### config.mk
export PLATFORM = sky130hd
export DESIGN_NAME = axi_ad9652_delay_cal
export DESIGN_NICKNAME = d
export VERILOG_FILES = /design/src/rtl/axi_ad9652_delay_cal.sv
export SDC_FILE = /design/constraint.sdc
export NUM_CORES = 1
export LEC_CHECK = 0
export ABC_AREA = 1
export CAP_MARGIN = 10
export CORE_ASPECT_RATIO = 1.1
export CORE_MARGIN = 4
export CORE_UTILIZATION = 40
export DETAILED_ROUTE_END_ITERATION = 16
export PLACE_DENSITY = 0.71
export SYNTH_ARGS = -nofsm -noshare
export SYNTH_HDL_FRONTEND = slang
export SYNTH_SLANG_ARGS = --single-unit
### constraint.sdc
create_clock -name adc_clk -period 3.47 [get_ports adc_clk]
set_input_delay 0.347 -clock adc_clk [delete_from_list [all_inputs] [get_ports adc_clk]]
set_output_delay 0.347 -clock adc_clk [all_outputs]
set_load 0.1 [all_outputs]
### src/rtl/axi_ad9652_delay_cal.sv
// IDELAY calibration sequencer for the AD9652 capture path: sweeps a common tap
// across all lanes, qualifies PN status per tap and loads the centre of the widest eye.
module axi_ad9652_delay_cal #(
  parameter int NUM_LANES     = 17,
  parameter int TAP_WIDTH     = 5,
  parameter int SETTLE_CYCLES = 64,
  parameter int CHECK_CYCLES  = 1024,
  parameter int MIN_EYE       = 3,
  parameter int DEFAULT_TAP   = 16
) (
  input  logic                           adc_clk,
  input  logic                           adc_rst,
  input  logic                           cal_start,
  input  logic                           cal_abort,
  input  logic [1:0]                     adc_pn_oos,
  input  logic [1:0]                     adc_pn_err,
  output logic                           adc_pn_mode_req,
  output logic [NUM_LANES-1:0]           delay_ld,
  output logic [NUM_LANES*TAP_WIDTH-1:0] delay_wdata,
  output logic                           cal_busy,
  output logic                           cal_done,
  output logic                           cal_fail,
  output logic [TAP_WIDTH-1:0]           cal_tap,
  output logic [TAP_WIDTH:0]             cal_eye_len
);

  localparam logic [2:0] S_IDLE   = 3'd0;
  localparam logic [2:0] S_LOAD   = 3'd1;
  localparam logic [2:0] S_SETTLE = 3'd2;
  localparam logic [2:0] S_CHECK  = 3'd3;
  localparam logic [2:0] S_EVAL   = 3'd4;
  localparam logic [2:0] S_APPLY  = 3'd5;
  localparam logic [2:0] S_FINISH = 3'd6;

  localparam int CNT_MAX = (SETTLE_CYCLES > CHECK_CYCLES) ? SETTLE_CYCLES : CHECK_CYCLES;
  localparam int CNT_W   = $clog2(CNT_MAX + 1);
  localparam logic [CNT_W-1:0]     SETTLE_LAST = CNT_W'(SETTLE_CYCLES - 1);
  localparam logic [CNT_W-1:0]     CHECK_LAST  = CNT_W'(CHECK_CYCLES - 1);
  localparam logic [TAP_WIDTH-1:0] DEF_TAP     = TAP_WIDTH'(DEFAULT_TAP);
  localparam logic [TAP_WIDTH:0]   LEN_ONE     = (TAP_WIDTH+1)'(1);
  localparam logic [TAP_WIDTH:0]   LEN_MIN     = (TAP_WIDTH+1)'(MIN_EYE);

  logic [2:0]                            r_state;
  logic [CNT_W-1:0]                      r_cnt;
  logic [TAP_WIDTH-1:0]                  r_tap, r_run_start, r_best_start, r_final;
  logic [TAP_WIDTH:0]                    r_run_len, r_best_len;
  logic                                  r_bad, r_ok, r_busy, r_done, r_fail;
  logic [NUM_LANES-1:0]                  r_ld;
  logic [NUM_LANES-1:0][TAP_WIDTH-1:0]   r_wdata;
  logic [TAP_WIDTH-1:0]                  r_cal_tap;
  logic [TAP_WIDTH:0]                    r_eye_len;

  logic                 w_pass, w_best_upd, w_ok, w_last_tap;
  logic [TAP_WIDTH:0]   w_run_nx, w_best_len_nx;
  logic [TAP_WIDTH-1:0] w_run_start_nx, w_best_start_nx, w_center, w_half, w_final;

  function automatic logic [NUM_LANES-1:0][TAP_WIDTH-1:0] rep(input logic [TAP_WIDTH-1:0] v);
    logic [NUM_LANES-1:0][TAP_WIDTH-1:0] o;
    for (int i = 0; i < NUM_LANES; i++) o[i] = v;
    return o;
  endfunction

  // Window bookkeeping for the tap being evaluated; the last tap's result must
  // feed the centre computation in the same cycle.
  assign w_pass          = !r_bad;
  assign w_run_nx        = w_pass ? (r_run_len + LEN_ONE) : '0;
  assign w_run_start_nx  = (w_pass && r_run_len == '0) ? r_tap : r_run_start;
  assign w_best_upd      = w_pass && (w_run_nx > r_best_len);
  assign w_best_len_nx   = w_best_upd ? w_run_nx : r_best_len;
  assign w_best_start_nx = w_best_upd ? w_run_start_nx : r_best_start;
  assign w_ok            = (w_best_len_nx >= LEN_MIN);
  assign w_half          = TAP_WIDTH'((w_best_len_nx - LEN_ONE) >> 1);
  assign w_center        = w_best_start_nx + w_half;
  assign w_final         = w_ok ? w_center : DEF_TAP;
  assign w_last_tap      = (r_tap == '1);

  always_ff @(posedge adc_clk) begin
    if (adc_rst) begin
      r_state      <= S_IDLE;
      r_cnt        <= '0;
      r_tap        <= '0;
      r_run_start  <= '0;
      r_best_start <= '0;
      r_final      <= '0;
      r_run_len    <= '0;
      r_best_len   <= '0;
      r_bad        <= 1'b0;
      r_ok         <= 1'b0;
      r_busy       <= 1'b0;
      r_done       <= 1'b0;
      r_fail       <= 1'b0;
      r_ld         <= '0;
      r_wdata      <= '0;
      r_cal_tap    <= '0;
      r_eye_len    <= '0;
    end else begin
      r_ld <= '0;
      case (r_state)
        S_IDLE: begin
          if (cal_start && !cal_abort) begin
            r_tap        <= '0;
            r_run_len    <= '0;
            r_best_len   <= '0;
            r_best_start <= '0;
            r_done       <= 1'b0;
            r_fail       <= 1'b0;
            r_busy       <= 1'b1;
            r_ld         <= '1;
            r_wdata      <= rep('0);
            r_state      <= S_LOAD;
          end
        end
        S_LOAD, S_SETTLE, S_CHECK, S_EVAL: begin
          if (cal_abort) begin
            r_final <= DEF_TAP;
            r_ok    <= 1'b0;
            r_ld    <= '1;
            r_wdata <= rep(DEF_TAP);
            r_state <= S_APPLY;
          end else if (r_state == S_LOAD) begin
            r_cnt   <= '0;
            r_state <= S_SETTLE;
          end else if (r_state == S_SETTLE) begin
            if (r_cnt == SETTLE_LAST) begin
              r_cnt   <= '0;
              r_bad   <= 1'b0;
              r_state <= S_CHECK;
            end else begin
              r_cnt <= r_cnt + 1'b1;
            end
          end else if (r_state == S_CHECK) begin
            r_bad <= r_bad | (|adc_pn_oos) | (|adc_pn_err);
            if (r_cnt == CHECK_LAST) r_state <= S_EVAL;
            else                     r_cnt   <= r_cnt + 1'b1;
          end else begin
            r_run_len    <= w_run_nx;
            r_run_start  <= w_run_start_nx;
            r_best_len   <= w_best_len_nx;
            r_best_start <= w_best_start_nx;
            r_ld         <= '1;
            if (!w_last_tap) begin
              r_tap   <= r_tap + 1'b1;
              r_wdata <= rep(r_tap + 1'b1);
              r_state <= S_LOAD;
            end else begin
              r_final <= w_final;
              r_ok    <= w_ok;
              r_wdata <= rep(w_final);
              r_state <= S_APPLY;
            end
          end
        end
        S_APPLY: begin
          r_cal_tap <= r_final;
          r_eye_len <= r_best_len;
          r_done    <= r_ok;
          r_fail    <= !r_ok;
          r_busy    <= 1'b0;
          r_state   <= S_FINISH;
        end
        default: r_state <= S_IDLE;
      endcase
    end
  end

  assign adc_pn_mode_req = r_busy;
  assign cal_busy        = r_busy;
  assign cal_done        = r_done;
  assign cal_fail        = r_fail;
  assign delay_ld        = r_ld;
  assign delay_wdata     = r_wdata;
  assign cal_tap         = r_cal_tap;
  assign cal_eye_len     = r_eye_len;

endmodule
# Yosys cells after proc, flatten, opt, wreduce, memory -nomap -nowiden
# Index checks and enable logic that the tools add are counted.
# word_totals
ff_bits,164
elab_cells,168
output_inout_bits,117
# classes
mux,73
n_reduce_logical,25
addsub,5
eq_ne,24
magnitude_cmp,2
bitwise,6
# ops
op,count
two-way mux 85 bit,6
one-hot mux 85 bit (2 select lines),1
two-way mux 5 bit,18
two-way mux 17 bit,5
two-way mux 6 bit,11
two-way mux 11 bit,5
one-hot mux 17 bit (2 select lines),1
two-way mux 3 bit,8
one-hot mux 6 bit (2 select lines),2
one-hot mux 5 bit (2 select lines),2
AND reduction 5 bit,4
inequality test 2 bit (second input constant),9
inequality test 3 bit (second input constant),4
adder 11 x 1 -> 11 bit (second input constant),1
== test 11 x 10 -> 1 bit (second input constant),1
== test 11 x 6 -> 1 bit (second input constant),1
two-way mux 1 bit,10
one-hot mux 3 bit (3 select lines),1
nonzero test 2 bit,4
AND reduction 7 bit,1
adder 6 x 1 -> 6 bit (second input constant),1
== test 3 x 2 -> 1 bit (second input constant),2
== test 3 bit (second input constant),2
>= comparator 6 x 2 -> 1 bit (second input constant),1
other kinds (23),34

# Depth between registers and ports, before layout
# Gate-level depths: netlist of run 1.
# logic_depth
ltp_word,14
ltp_mapped,33

# Worst setup path after synthesis of run 1
# No wires, ideal clock.
# synth_timing
path_kind,register -> register
start,register r_run_len[2]
end,register r_wdata (netlist bit delay_wdata[4])
t_arrival_ps,3533
setup_time_ps,131
path_buffers,1
slack_ps,-193
path_stages_with_launch,28
cell_sequence,dfxtp_1 nand4_1 nor2_1 o21ai_0 a21oi_1 ha_1 nand2_1 nor2_1 nand3_1 nor2_2 nor2_4 nand2_4 buf_6 inv_1 a31oi_1 ha_1 fa_1 nand2_1 nand2_1 a21oi_1 nand3b_1 nand2_1 nand2_1 nand3_2 nand2_1 nand2_1 nand2_1 a21oi_2
# synth_between
elab_chain_len,14
word_cells_on_any_way,19
# synth_rtl
element,line,text
from (decl),46,"logic [TAP_WIDTH:0] r_run_len, r_best_len;"
from (signal assigned),136,r_run_len <= w_run_nx;
adder 6 x 1 -> 6 bit,66,assign w_run_nx = w_pass ? (r_run_len + LEN_ONE) : '0;
two-way mux 6 bit,66,
> comparator 6 bit,68,assign w_best_upd = w_pass && (w_run_nx > r_best_len);
logical AND 1 bit,68,
two-way mux 6 bit,69,assign w_best_len_nx = w_best_upd ? w_run_nx : r_best_len;
subtractor 6 x 1 -> 6 bit,72,assign w_half = TAP_WIDTH'((w_best_len_nx - LEN_ONE) >> 1);
adder 5 bit,73,assign w_center = w_best_start_nx + w_half;
two-way mux 5 bit *,74,assign w_final = w_ok ? w_center : DEF_TAP;
two-way mux 85 bit *,141,if (!w_last_tap) begin
two-way mux 85 bit *,131,end else if (r_state == S_CHECK) begin
two-way mux 85 bit *,123,end else if (r_state == S_SETTLE) begin
two-way mux 85 bit *,120,end else if (r_state == S_LOAD) begin
two-way mux 85 bit *,114,if (cal_abort) begin
one-hot mux 85 bit (2 select lines) *,98,case (r_state)
to (signal assigned),109,r_wdata <= rep('0);
to (signal assigned),118,r_wdata <= rep(DEF_TAP);
to (signal assigned),143,r_wdata <= rep(r_tap + 1'b1);
to (decl),49,logic [NUM_LANES-1:0][TAP_WIDTH-1:0] r_wdata;
# Every way passes the cells marked *; elsewhere a longest branch is shown, timed or not. The select of a mux whose other input is x is not followed.
# A chain may end at the register's enable or synchronous reset.

# Final worst setup path of run 1
# layout_timing
start,register r_run_len[0]
end,register r_wdata (netlist bit delay_wdata[4])
# The elaborated chain is that of the path after synthesis.

==> results of run 1 <==
## Yosys cell counts, types with 5 or more instances
cell,number
nor3_1,10
nand2_1,143
a21oi_1,49
o211ai_1,7
nor2_1,53
nand3_1,26
a31oi_1,5
o21ai_0,30
clkbuf_1,13
nand2_4,5
inv_1,62
a211oi_1,5
buf_4,97
ha_1,14
nor2_4,5
dfxtp_1,68
## per-stage QoR
stage,area (µm²),setup TNS [ns],worst slack (ns),hold WS [ns],std cells
6_report,6020,-0.964,-0.227,0.463,856
5_1_grt,6020,-2.22,-0.444,0.485,856
4_1_cts,5820,-0.140,-0.0726,0.464,848
3_5_place_dp,5320,-0.478,-0.235,0.452,823
3_3_place_gp,5320,-0.0588,-0.0588,0.450,823
2_1_floorplan,4450,-0.0262,-0.0262,0.445,635
## layout by cell type (no fill, tap or decap), types with 2 or more instances in the layout
cell | synthesis | routed
a31oi_1 | 5 | 2
o21ai_0 | 30 | 29
dfxtp_1 | 68 | 64
buf_6 | 1 | 4
nand2_1 | 143 | 129
clkinv_1 | 2 | 2
a221oi_1 | 2 | 2
nand3b_1 | 3 | 3
o211ai_1 | 7 | 7
a21oi_2 | 2 | 5
dfxtp_4 | 0 | 2
nor2_4 | 5 | 7
clkbuf_8 | 0 | 3
clkdlybuf4s50_1 | 0 | 124
inv_1 | 62 | 58
a211oi_1 | 5 | 5
nand2_2 | 3 | 15
nor3_1 | 10 | 10
nor2_1 | 53 | 48
buf_4 | 97 | 46
dfxtp_2 | 0 | 2
xor2_1 | 4 | 3
nand2_4 | 5 | 6
ha_1 | 14 | 7
inv_2 | 3 | 6
a21oi_1 | 49 | 46
nor2_2 | 2 | 5
nand3_1 | 26 | 20
clkbuf_1 | 13 | 2
ha_4 | 0 | 7
nand4_1 | 3 | 3
o21a_1 | 2 | 2
clkbuf_16 | 0 | 9
nand3_2 | 4 | 9
nor3b_1 | 2 | 2
a31oi_4 | 0 | 2
o21ai_1 | 2 | 2
o21bai_1 | 2 | 2
## how the worst min path moves through the flow
| stage | to | slack [ns] | depth (start not counted) |
|---|---|---|---|
| after global routing | r_best_start[2] | 0.48 | 2 |
| after detailed placement | cal_fail | 0.45 | 2 |
| after global placement | cal_fail | 0.45 | 2 |
| final | cal_fail | 0.46 | 2 |
| after CTS | cal_fail | 0.46 | 2 |
| after floorplan | r_best_start[3] | 0.45 | 2 |
## sequential cells by signal, indices dropped and copies added (netlist names), 6 cells and up
name / cells
r_run_len: 6
r_cnt: 11
cal_eye_len: 6
r_best_len: 6
## worst max-delay path, delay by kind of cell, from the launching register on
family	cells	cell delay, ns
compound gates	5	0.45
simple gates	19	1.78
flops	1	0.37
buf+inv	2	0.17
fa+ha+maj	3	0.78
## per-layer routing
layer	up-vias	part of all wire	wire length (µm)	track usage
met4	0	0.029	355	0.0837
met3	27	0.083	1010	0.0338
met2	173	0.47	5660	0.300
met5	-	0	0	0
li1	2101	-	-	-
met1	1949	0.42	5070	0.232
## cell type report
cell class | count | share of cell area
multi-input combinational | 389 | 0.379
timing repair buffer | 174 | 0.271
sequential | 68 | 0.228
clock buffer | 14 | 0.0455
inverter | 67 | 0.0422
tap | 143 | 0.0297
clock inverter | 1 | 0.00499
## timing repair
action | in CTS | in global routing
pin swaps | 33 | 24
setup buffers | 10 | 8
hold buffers | 0 | 0
gates resized for setup | 31 | 23
endpoints found under the setup margin | 6 | 8
gates cloned | 0 | 0
## kinds of logic after synthesis
kind of cell             share of synthesized area
XOR/XNOR                                   0.00793
AND/OR/NAND/NOR                              0.266
flip-flops                                   0.308
AO/OA/AOI/OAI                                0.138
buffers and inverters                        0.235
adder cells (fa/ha/maj)                     0.0442
==> flow_metrics.env, run 1 <==
export IMPL_cp_common_cell="nand2_1"
export IMPL_portBuffers=124
export IMPL_ys_seq_area_frac=0.308
export IMPL_critPathMaxFanout=6
export IMPL_antenna_cells=0
export IMPL_die_area_um2=12800
export IMPL_min_path_type="reg2reg"
export IMPL_syn_inst=635
export IMPL_synthTopCellsByArea="dfxtp_1 31%, buf_4 16%, nand2_1 12%"
export IMPL_drt_iter0_drc=251
export IMPL_fin_ws_ns=-0.227
export IMPL_critical_path_class="reg2reg"
export IMPL_drv_cap=0
export IMPL_relSlewSlack=0.337
export IMPL_end_kind="flip-flop"
export IMPL_drive_gt1_frac=0.191
export IMPL_hold_viol=0
export IMPL_initial_core_util=0.417
export IMPL_r2r_end="delay_wdata[4]"
export IMPL_final_min_clock_period_ns=3.70
export IMPL_grt_overflow=0
export IMPL_fp_coreArea_um2=10600
export IMPL_hold_start="cal_fail"
export IMPL_cp_start_kind="flip-flop"
export IMPL_syn_area_um2=4420
export IMPL_grt_pass1_wl_um=19200
export IMPL_h_tree_depth=3
export IMPL_gp_congestion=0.917
export IMPL_via_per_inst=4.96
export IMPL_grt_max_degree=34
export IMPL_r2r_slack_ns=-0.23
export IMPL_cp_arrival_ns=3.90
export IMPL_cpMaxStageDelayCell="dfxtp_4"
export IMPL_synth_seq_cells=68
export IMPL_post_route_period_util=1.07
export IMPL_yosysUniqueCellTypes=37
export IMPL_clk_pin_slew_ns=0.06
export IMPL_wire_per_inst_um=14.1
export IMPL_synth_top_cell_by_area="dfxtp_1"
export IMPL_max_stage_delay_ns=0.37
export IMPL_synthArstFlopShare=0
export IMPL_totalWireLength_um=12100
export IMPL_nets=732
export IMPL_synth_top_area_frac=0.308
export IMPL_firstDrtPassIters=5
export IMPL_clock_latency_ns=0.33
export IMPL_postLayoutCoreUtil=0.568
export IMPL_multi_input_area_um2=2280
export IMPL_cts_root_buf="clkbuf_16"
export IMPL_dp_hpwl_um=8400
export IMPL_seq_area_um2=1370
export IMPL_cts_tree="yes"
export IMPL_reg2reg_depth=29
export IMPL_avgSynthCellArea_um2=6.96
export IMPL_fp_row_count=39
export IMPL_cts_buffers_inserted=9
export IMPL_cp_required_ns=3.68
export IMPL_area_delta_synth_final_pct=36.3
export IMPL_synth_edff_count=0
export IMPL_fin_skew_ns=0.00719
export IMPL_grt_pass1_vias=3963
export IMPL_clock_sinks=68
export IMPL_ios=125
export IMPL_die_x_um=108
export IMPL_cp_startpoint="r_run_len[0]"
export IMPL_crit_end="delay_wdata[4]"
export IMPL_worst_pin_slew_ns=0.991
export IMPL_grt_use_total=0.183
export IMPL_yosysWarnings=0
export IMPL_antenna_left=0
export IMPL_drcViolationCount=0
export IMPL_synthesis_nets=658
export IMPL_grt_antenna_before_repair=0
export IMPL_setup_viol=6
export IMPL_timing_fmax_ghz=0.271
export IMPL_final_max_slew_viol_count=0
export IMPL_violations="setup timing"
export IMPL_fill_cells=933
export IMPL_rr_startpoint="r_run_len[0]"
export IMPL_clock_path_buffers=2
export IMPL_vias=4250
export IMPL_die_height_um=118
export IMPL_rsz0062_at_grt="yes"
export IMPL_run_status="finished with violations"
export IMPL_ys_flop_type="dfxtp_1"
Power of run 1 is left out: the tool's default activity adds up to more than one toggle a clock period on the data nets, which glitch-free logic cannot reach.
==> run 2: changes to the inputs <==
--- a/config.mk
+++ b/config.mk
@@ -11,6 +11,7 @@
 export CORE_MARGIN = 4
 export CORE_UTILIZATION = 40
 export DETAILED_ROUTE_END_ITERATION = 16
+export GPL_ROUTABILITY_DRIVEN = 0
 export PLACE_DENSITY = 0.71
 export SYNTH_ARGS = -nofsm -noshare
 export SYNTH_HDL_FRONTEND = slang
==> results of run 2 <==
No change in the layout: final DEF, timing and power equal those of run 1.
Power of run 2 is left out for the same reason.
